### config.mk
export PLATFORM = sky130hd
export DESIGN_NAME = clkdiv_multi_flat
export DESIGN_NICKNAME = d
export VERILOG_FILES = /design/src/rtl/clkdiv_pkg.sv /design/src/rtl/clkdiv_multi_if.sv /design/src/rtl/clkdiv_chan.sv /design/src/rtl/clkdiv_multi.sv /design/src/flat_wrapper.sv
export SDC_FILE = /design/constraint.sdc
export NUM_CORES = 1
export LEC_CHECK = 0
export BUFFER_PORTS_ARGS = -buffer_cell sky130_fd_sc_hd__buf_2
export CAP_MARGIN = 20
export CORE_MARGIN = 1.5
export CORE_UTILIZATION = 30
export CTS_CLUSTER_SIZE = 25
export DETAILED_ROUTE_END_ITERATION = 16
export PLACE_DENSITY = 0.56
export SKIP_CTS_REPAIR_TIMING = 1
export SYNTH_ARGS = -nofsm -noshare
export SYNTH_HDL_FRONTEND = slang
export SYNTH_SLANG_ARGS = --single-unit
### constraint.sdc
create_clock -name sys_clk -period 4.9 [get_ports sys_clk]
set_clock_uncertainty 0.15 [all_clocks]
set_input_delay 0.49 -clock sys_clk [delete_from_list [all_inputs] [get_ports sys_clk]]
set_output_delay 0.49 -clock sys_clk [all_outputs]
set_load 0.02 [all_outputs]
### src/rtl/clkdiv_pkg.sv
// Shared constants and helpers for the multi-channel clock divider.
// Holds the channel limit, default divisor and divisor-channel index width.
package clkdiv_pkg;

   localparam int CLKDIV_MAX_CH = 16;
   localparam int unsigned CLKDIV_DEF_DIV = 250000;

   function automatic int ch_idx_w(input int n);
      return (n <= 2) ? 1 : $clog2(n);
   endfunction

endpackage

### src/rtl/clkdiv_multi_if.sv
// Divisor write bus: strobe, channel, value out; reject pulse back.
// master drives div_wr/div_ch/div_val, slave returns div_err.
interface clkdiv_multi_if
   import clkdiv_pkg::*;
#(
   parameter int NUM_CH = 2,
   parameter int CNT_W  = 31
);

   localparam int CH_W = ch_idx_w(NUM_CH);

   logic             div_wr;
   logic [CH_W-1:0]  div_ch;
   logic [CNT_W-1:0] div_val;
   logic             div_err;

   modport master (
      output div_wr, div_ch, div_val,
      input  div_err
   );

   modport slave (
      input  div_wr, div_ch, div_val,
      output div_err
   );

endinterface

### src/rtl/clkdiv_chan.sv
// One divider channel: counter, active/shadow divisor, tick and toggle.
// Ports: sys_clk, sys_rst, i_en, i_sync, i_wr, i_val -> o_tick, o_cclk.
module clkdiv_chan #(
   parameter int               CNT_W   = 31,
   parameter logic [CNT_W-1:0] DEF_DIV = 1
) (
   input  logic             sys_clk,
   input  logic             sys_rst,
   input  logic             i_en,
   input  logic             i_sync,
   input  logic             i_wr,
   input  logic [CNT_W-1:0] i_val,
   output logic             o_tick,
   output logic             o_cclk
);

   localparam logic [CNT_W-1:0] ONE = 1;

   logic [CNT_W-1:0] r_cnt;
   logic [CNT_W-1:0] r_act;
   logic [CNT_W-1:0] r_shd;
   logic             r_pend;
   logic             r_tick;
   logic             r_cclk;

   logic             w_wrap;
   logic             w_clr;
   logic             w_load;
   logic [CNT_W-1:0] w_nxt_div;

   assign w_wrap    = i_en && (r_cnt == r_act - ONE);
   assign w_clr     = !i_en || i_sync;
   // A write landing on a wrap/clear edge takes effect right away
   assign w_nxt_div = i_wr ? i_val : r_shd;
   assign w_load    = (w_wrap || w_clr) && (i_wr || r_pend);

   always_ff @(posedge sys_clk) begin
      if (sys_rst) begin
         r_cnt  <= '0;
         r_act  <= DEF_DIV;
         r_shd  <= DEF_DIV;
         r_pend <= 1'b0;
         r_tick <= 1'b0;
         r_cclk <= 1'b0;
      end else begin
         if (i_wr)
            r_shd <= i_val;
         if (w_load) begin
            r_act  <= w_nxt_div;
            r_pend <= 1'b0;
         end else if (i_wr) begin
            r_pend <= 1'b1;
         end
         if (w_clr) begin
            r_cnt  <= '0;
            r_tick <= 1'b0;
            r_cclk <= 1'b0;
         end else if (w_wrap) begin
            r_cnt  <= '0;
            r_tick <= 1'b1;
            r_cclk <= ~r_cclk;
         end else begin
            r_cnt  <= r_cnt + ONE;
            r_tick <= 1'b0;
         end
      end
   end

   assign o_tick = r_tick;
   assign o_cclk = r_cclk;

endmodule

### src/rtl/clkdiv_multi.sv
// Multi-channel programmable clock divider: tick strobe + 50% clock per channel.
// Ports: sys_clk, sys_rst, ch_en, bus (write/err), tick_o, control_clk.
// CLKDIV_PHASE_SYNC_EN adds phase_sync to realign all enabled channels.
module clkdiv_multi
   import clkdiv_pkg::*;
#(
   parameter int          NUM_CH  = 2,
   parameter int          CNT_W   = 31,
   parameter int unsigned DEF_DIV = CLKDIV_DEF_DIV
) (
   input  logic              sys_clk,
   input  logic              sys_rst,
   input  logic [NUM_CH-1:0] ch_en,
`ifdef CLKDIV_PHASE_SYNC_EN
   input  logic              phase_sync,
`endif
   clkdiv_multi_if.slave     bus,
   output logic [NUM_CH-1:0] tick_o,
   output logic [NUM_CH-1:0] control_clk
);

   logic w_bad;
   logic w_ok;
   logic w_sync;
   logic r_err;

   assign w_bad = (bus.div_val == '0) ||
                  (int'(bus.div_ch) >= NUM_CH);
   assign w_ok  = bus.div_wr && !w_bad;

`ifdef CLKDIV_PHASE_SYNC_EN
   assign w_sync = phase_sync;
`else
   assign w_sync = 1'b0;
`endif

   always_ff @(posedge sys_clk) begin
      if (sys_rst)
         r_err <= 1'b0;
      else
         r_err <= bus.div_wr && w_bad;
   end

   assign bus.div_err = r_err;

   for (genvar c = 0; c < NUM_CH; c++) begin : g_ch
      logic w_wr;
      assign w_wr = w_ok && (int'(bus.div_ch) == c);

      clkdiv_chan #(
         .CNT_W   (CNT_W),
         .DEF_DIV (CNT_W'(DEF_DIV))
      ) u_chan (
         .sys_clk (sys_clk),
         .sys_rst (sys_rst),
         .i_en    (ch_en[c]),
         .i_sync  (w_sync),
         .i_wr    (w_wr),
         .i_val   (bus.div_val),
         .o_tick  (tick_o[c]),
         .o_cclk  (control_clk[c])
      );
   end

endmodule

### src/flat_wrapper.sv
// flat-port wrapper written by rule: the top's interface ports become plain ports
module clkdiv_multi_flat import clkdiv_pkg::*;
#(
   parameter int          NUM_CH  = 2,
   parameter int          CNT_W   = 31,
   parameter int unsigned DEF_DIV = CLKDIV_DEF_DIV
)
  (sys_clk, sys_rst, ch_en, tick_o, control_clk, bus_div_wr, bus_div_ch, bus_div_val, bus_div_err);
  clkdiv_multi_if #(.NUM_CH(NUM_CH), .CNT_W(CNT_W)) bus_i ();
  input  logic sys_clk;
  input  logic sys_rst;
  input  logic [NUM_CH-1:0] ch_en;
  output logic [NUM_CH-1:0] tick_o;
  output logic [NUM_CH-1:0] control_clk;
  input wire logic [$bits(bus_i.div_wr)-1:0] bus_div_wr;
  input wire logic [$bits(bus_i.div_ch)-1:0] bus_div_ch;
  input wire logic [$bits(bus_i.div_val)-1:0] bus_div_val;
  output wire logic [$bits(bus_i.div_err)-1:0] bus_div_err;
  assign bus_i.div_wr = bus_div_wr;
  assign bus_i.div_ch = bus_div_ch;
  assign bus_i.div_val = bus_div_val;
  assign bus_div_err = bus_i.div_err;
  clkdiv_multi #(.NUM_CH(NUM_CH), .CNT_W(CNT_W), .DEF_DIV(DEF_DIV)) u_core (.sys_clk(sys_clk), .sys_rst(sys_rst), .ch_en(ch_en), .bus(bus_i), .tick_o(tick_o), .control_clk(control_clk));
endmodule
== Word level (Yosys, flattened, before mapping) ==
Index checks and enable logic that the tools add are counted.
Cells by class
  reductions and logical operators: 22
  mux-type cells: 4
  equal/unequal tests: 2
  add/sub/neg operators: 4
  bitwise operators: 5
Operators with widths (count)
  31-bit by 1-bit adder with 31-bit output, second input constant: 2
  31-bit == test: 2
  31-bit two-way mux: 2
  31-bit by 1-bit subtractor with 31-bit output, second input constant: 2
  31-bit logical NOT: 1
  1-bit logical AND: 8
  2-bit OR reduction: 4
  3-bit OR reduction: 2
  1-bit inverter: 5
  1-bit logical OR: 4
  1-bit logical NOT: 3
  1-bit two-way mux: 2
Word-level totals
  bits of input ports: 37
  logic and storage cells: 50
  output and inout bits: 5
  flip-flop bits (word level): 193

== Logic depth before layout (Yosys ltp) ==
  word-level depth: 7
  depth in mapped cells: 12
  depth with buffers taken out: 10

== By module ==
From an unflattened synthesis, not the netlist that was laid out.
Unflattened totals
  cell total of the unflattened synthesis: 1059
  area, all modules: 10007.1 µm²
By module, submodules not included
  clkdiv_chan: area each 4943.5 µm², cells an instance 521, instances 2
  clkdiv_multi: area each 120.1 µm², cells an instance 17, instances 1

== Worst setup path after synthesis ==
OpenSTA, ideal clock, no wires.
  path kind: register to register
  from: reg u_core.g_ch[1].u_chan.r_act[0]
  to: reg u_core.g_ch[1].u_chan.r_act[10]
  buffers on the path: 2
  data arrival time: 3286 ps
  setup slack: 1341 ps
  library setup time: 123 ps
  cell stages (with the launch flop): 13
  data required time: 4627 ps
  cell sequence: dfxtp_1 inv_1 ha_1 clkbuf_1 or3b_2 nor4_4 and4_1 nor3_1 or3b_1 a2111oi_0 a31oi_1 buf_2 mux2_1
Between the ends
  longest elaborated chain between the ends: 5
RTL lines
  start, declared: line clkdiv_chan.sv:20  | logic [CNT_W-1:0] r_act;
  start signal, assigned: line clkdiv_chan.sv:49  | r_act <= w_nxt_div;
  31-bit by 1-bit subtractor with 31-bit output: line clkdiv_chan.sv:31  | assign w_wrap = i_en && (r_cnt == r_act - ONE);
  31-bit == test: line clkdiv_chan.sv:31
  1-bit logical AND: line clkdiv_chan.sv:31
  1-bit logical OR: line clkdiv_chan.sv:35  | assign w_load = (w_wrap || w_clr) && (i_wr || r_pend);
  1-bit logical AND: line clkdiv_chan.sv:35
No other way between the ends.
A chain may end at the register's enable or synchronous reset.

== Final worst setup path ==
  from: reg u_core.g_ch[1].u_chan.r_act[0]
  to: reg u_core.g_ch[1].u_chan.r_act[1]
Same word-level chain as after synthesis.

==> impl_metrics.csv <==
group,metric,value,unit
global_routing,gr-total-overflow,0,
drt,ant_nets,0,
worst_setup_path,cpPeakStageDelay,0.68,ns
worst_setup_path,r2r-end,"u_core.g_ch[1].u_chan.r_act[1]",
floorplan,die_area,0.0340,mm^2
layout,utilization,0.343,
global_routing,antenna_found_initial,0,
global_routing,grt_usage,0.140,
clock_network,root_buffer,"clkbuf_16",
clock_network,clock_latency,0.44,ns
clock_network,cts_sinks,193,
worst_setup_path,critical_path_arrival,4.37,ns
placement,place.port_buffers,41,
worst_setup_path,timing.rr.start,"u_core.g_ch[1].u_chan.r_act[0]",
power_and_ir_drop,p_per_area,294,mW/mm^2
power_and_ir_drop,power.share.clock,0.421,
logic_synthesis,yosysTopAreaCell,"dfxtp_1",
worst_hold_path,whs_endpoint,"u_core.bus.div_err",
timing,fin_crit_sh,0.855,
placement,gp_congestion,0.900,
drt,wl_per_cell,14.7,um
layout,fin_nets,1161,
worst_setup_path,crit_family,"simple AND/OR/NAND/NOR gates",
logic_synthesis,yosys-top-cells-count,"dfxtp_1, nor2_1, xnor2_1",
power_and_ir_drop,p_int,2.41,mW
floorplan,fp.dieH,184,um
worst_setup_path,rr_worst_depth,11,
flow_run,maxCapViolations,0,
global_routing,grt_first_pass_wirelength,37.9,mm
power_and_ir_drop,power_frac_seq,0.502,
timing,setup_viol,0,
logic_synthesis,ys_seq_area_frac,0.391,
logic_synthesis,syn-num-nets,1144,
timing,min_period,4.19,ns
timing,worstMarginPinSlew,0.988,ns
worst_setup_path,cp_max_fo,17,
logic_synthesis,syn_inst,1103,
worst_hold_path,hold_depth,2,
timing,slew_headroom,0.341,
clock_network,cts_buffer_depth,2,
worst_setup_path,rrSetupSlack,0.71,ns
drt,drt_iter0_drc,449,
power_and_ir_drop,ir_drop,241,uV
worst_hold_path,min_from,"bus_div_wr",
layout,diodes,0,
worst_setup_path,crit_path_cell_trace,"inv_1, ha_1, or3b_2, nor4_4, and4_1, nor3_1, or3b_1, a2111oi_0, a31oi_4, buf_16, mux2_1",
layout,areaGrowthSynthToFinish,12.6,%
clock_network,cts_tree,"yes",
placement,dpl.hpwl,17.2,mm
global_routing,grt_max_degree,101,
power_and_ir_drop,swShare,0.263,
timing,fmax,239,MHz
logic_synthesis,synth_seq_cells,193,
layout,drive_above_1_share,0.133,
floorplan,die_w,184,um
timing,hold_viol_final,0,
worst_setup_path,crit_buf_inv,2,
worst_setup_path,worst_setup_path_end_kind,"register",
power_and_ir_drop,leakage,4.28,nW
drt,num_vias,7629,
worst_hold_path,hold_class,"primary input to register",
clock_network,clkTransAtPathRegs,0.08,ns
logic_synthesis,synth_edf_count,0,
logic_synthesis,synth_area_leaders,"dfxtp_1, nor2_1, xnor2_1, xor2_1, mux2i_1",
placement,placedCellCount,1542,
drt,firstDrtPassIters,4,
worst_setup_path,critPathSlowestCell,"a2111oi_0",
drt,drcViolationCount,0,
logic_synthesis,avgSynthCellArea,8.95,um^2
drt,finalWirelength,23.2,mm
clock_network,htree_levels,4,
logic_synthesis,synth_area,0.00988,mm^2
power_and_ir_drop,comb_power_share,0.078,
floorplan,rows,66,
logic_synthesis,yosysUniqueCellTypes,70,
clock_network,cts_made_buffers,17,
logic_synthesis,yosysMostFrequentCell,"dfxtp_1",
layout,fin_cells,1575,
logic_synthesis,yosys_warnings,0,
logic_synthesis,yosys_most_used_dff,"dfxtp_1",
floorplan,io_pins,42,
timing,fin_hold_ws,0.185,ns
run_status,outcome,"completed",
worst_setup_path,required,5.08,ns
worst_setup_path,critical_path_class,"register to register",
timing,rsz0062_at_grt,"no",
worst_setup_path,crit_path_start_kind,"register",
power_and_ir_drop,total_power,3.27,mW
worst_setup_path,crit_start,"u_core.g_ch[1].u_chan.r_act[0]",
drt,via_per_inst,4.84,
logic_synthesis,synth_top_area_share,0.391,
floorplan,core-area,0.0325,mm^2
timing,fin_tns_setup,0,ns
timing,drv_slew,0,
floorplan,initial_core_util,0.304,
power_and_ir_drop,p_sw,0.861,mW
global_routing,grt_pass1_vias,7365,
logic_synthesis,async_flop_share,0,
## power groups by stage
stage                     Clock, mW  Sequential (mW)  Combinational [mW]
final                          1.38             1.64               0.255
after global routing           1.48             1.65               0.282
after CTS                      1.42             1.64               0.255
after detailed placement          0             1.68               0.253
after global placement            0             1.68               0.252
after floorplan                   0             1.67               0.182
## state kept, by name (all words and copies together) (netlist names)
name	count
u_core.bus.div_err	1
u_core.g_ch.u_chan.o_cclk	2
u_core.g_ch.u_chan.o_tick	2
u_core.g_ch.u_chan.r_act	62
u_core.g_ch.u_chan.r_cnt	62
u_core.g_ch.u_chan.r_pend	2
u_core.g_ch.u_chan.r_shd	62
## per-layer routing
metal  GRT usage  wire length, um
met5           0                0
met4      0.0774             1090
met3      0.0257              615
met2       0.230            10800
met1       0.173            10700
## cells in the final DEF (no fill, tap or decap), types with 24 or more instances in the layout
| cell | instances |
|---|---|
| nor2b_1 | 49 |
| mux2_1 | 30 |
| nor4_1 | 29 |
| nor3_1 | 30 |
| nor2_1 | 176 |
| mux2_2 | 33 |
| buf_2 | 40 |
| nand4_1 | 24 |
| nand2_1 | 29 |
| mux2i_1 | 49 |
| inv_1 | 32 |
| dfxtp_1 | 193 |
| nand3_1 | 30 |
| xnor2_1 | 68 |
| xor2_1 | 59 |
## final cells by class
class,count,area (um^2)
sequential,193,3860
inverter,32,120
clock buffer,18,439
fill,3331,21300
multi-input combinational,821,5670
tap,442,553
timing repair buffer,55,333
clock inverter,14,140
## worst register-to-register path, delay by kind of cell (launching register included)
family	cells	cell delay, ns
simple gates	5	1.44
compound gates	2	1.05
buf+inv	2	0.38
fa+ha+maj	1	0.37
flops	1	0.36
mux	1	0.33
## worst max-delay path by stage
stage                                           end  slack [ns]  cells after the start
floorplan           u_core.g_ch[1].u_chan.r_act[10]        1.34                     12
global placement     u_core.g_ch[1].u_chan.r_act[1]        0.72                     10
detailed placement   u_core.g_ch[1].u_chan.r_act[1]        0.65                     10
CTS                  u_core.g_ch[1].u_chan.r_act[1]        0.64                     10
global route        u_core.g_ch[1].u_chan.r_act[17]        0.46                     12
finish               u_core.g_ch[1].u_chan.r_act[1]        0.71                     11
## metrics by stage
step / area (um^2) / setup WS (ns)
finish: 11100 / 0.710
detailed placement: 10500 / 0.646
global route: 11100 / 0.458
global placement: 10500 / 0.722
CTS: 11100 / 0.639
floorplan: 9880 / 1.34
## logic make-up after synthesis
| family | count (synthesis) | share of synthesized area |
|---|---|---|
| fa+ha+maj | 4 | 0.00507 |
| simple gates | 473 | 0.252 |
| mux | 112 | 0.121 |
| flops | 193 | 0.391 |
| buf+inv | 89 | 0.0369 |
| xor+xnor | 127 | 0.113 |
| compound gates | 105 | 0.0809 |
Note: power is estimated with default switching activity, not from simulation.
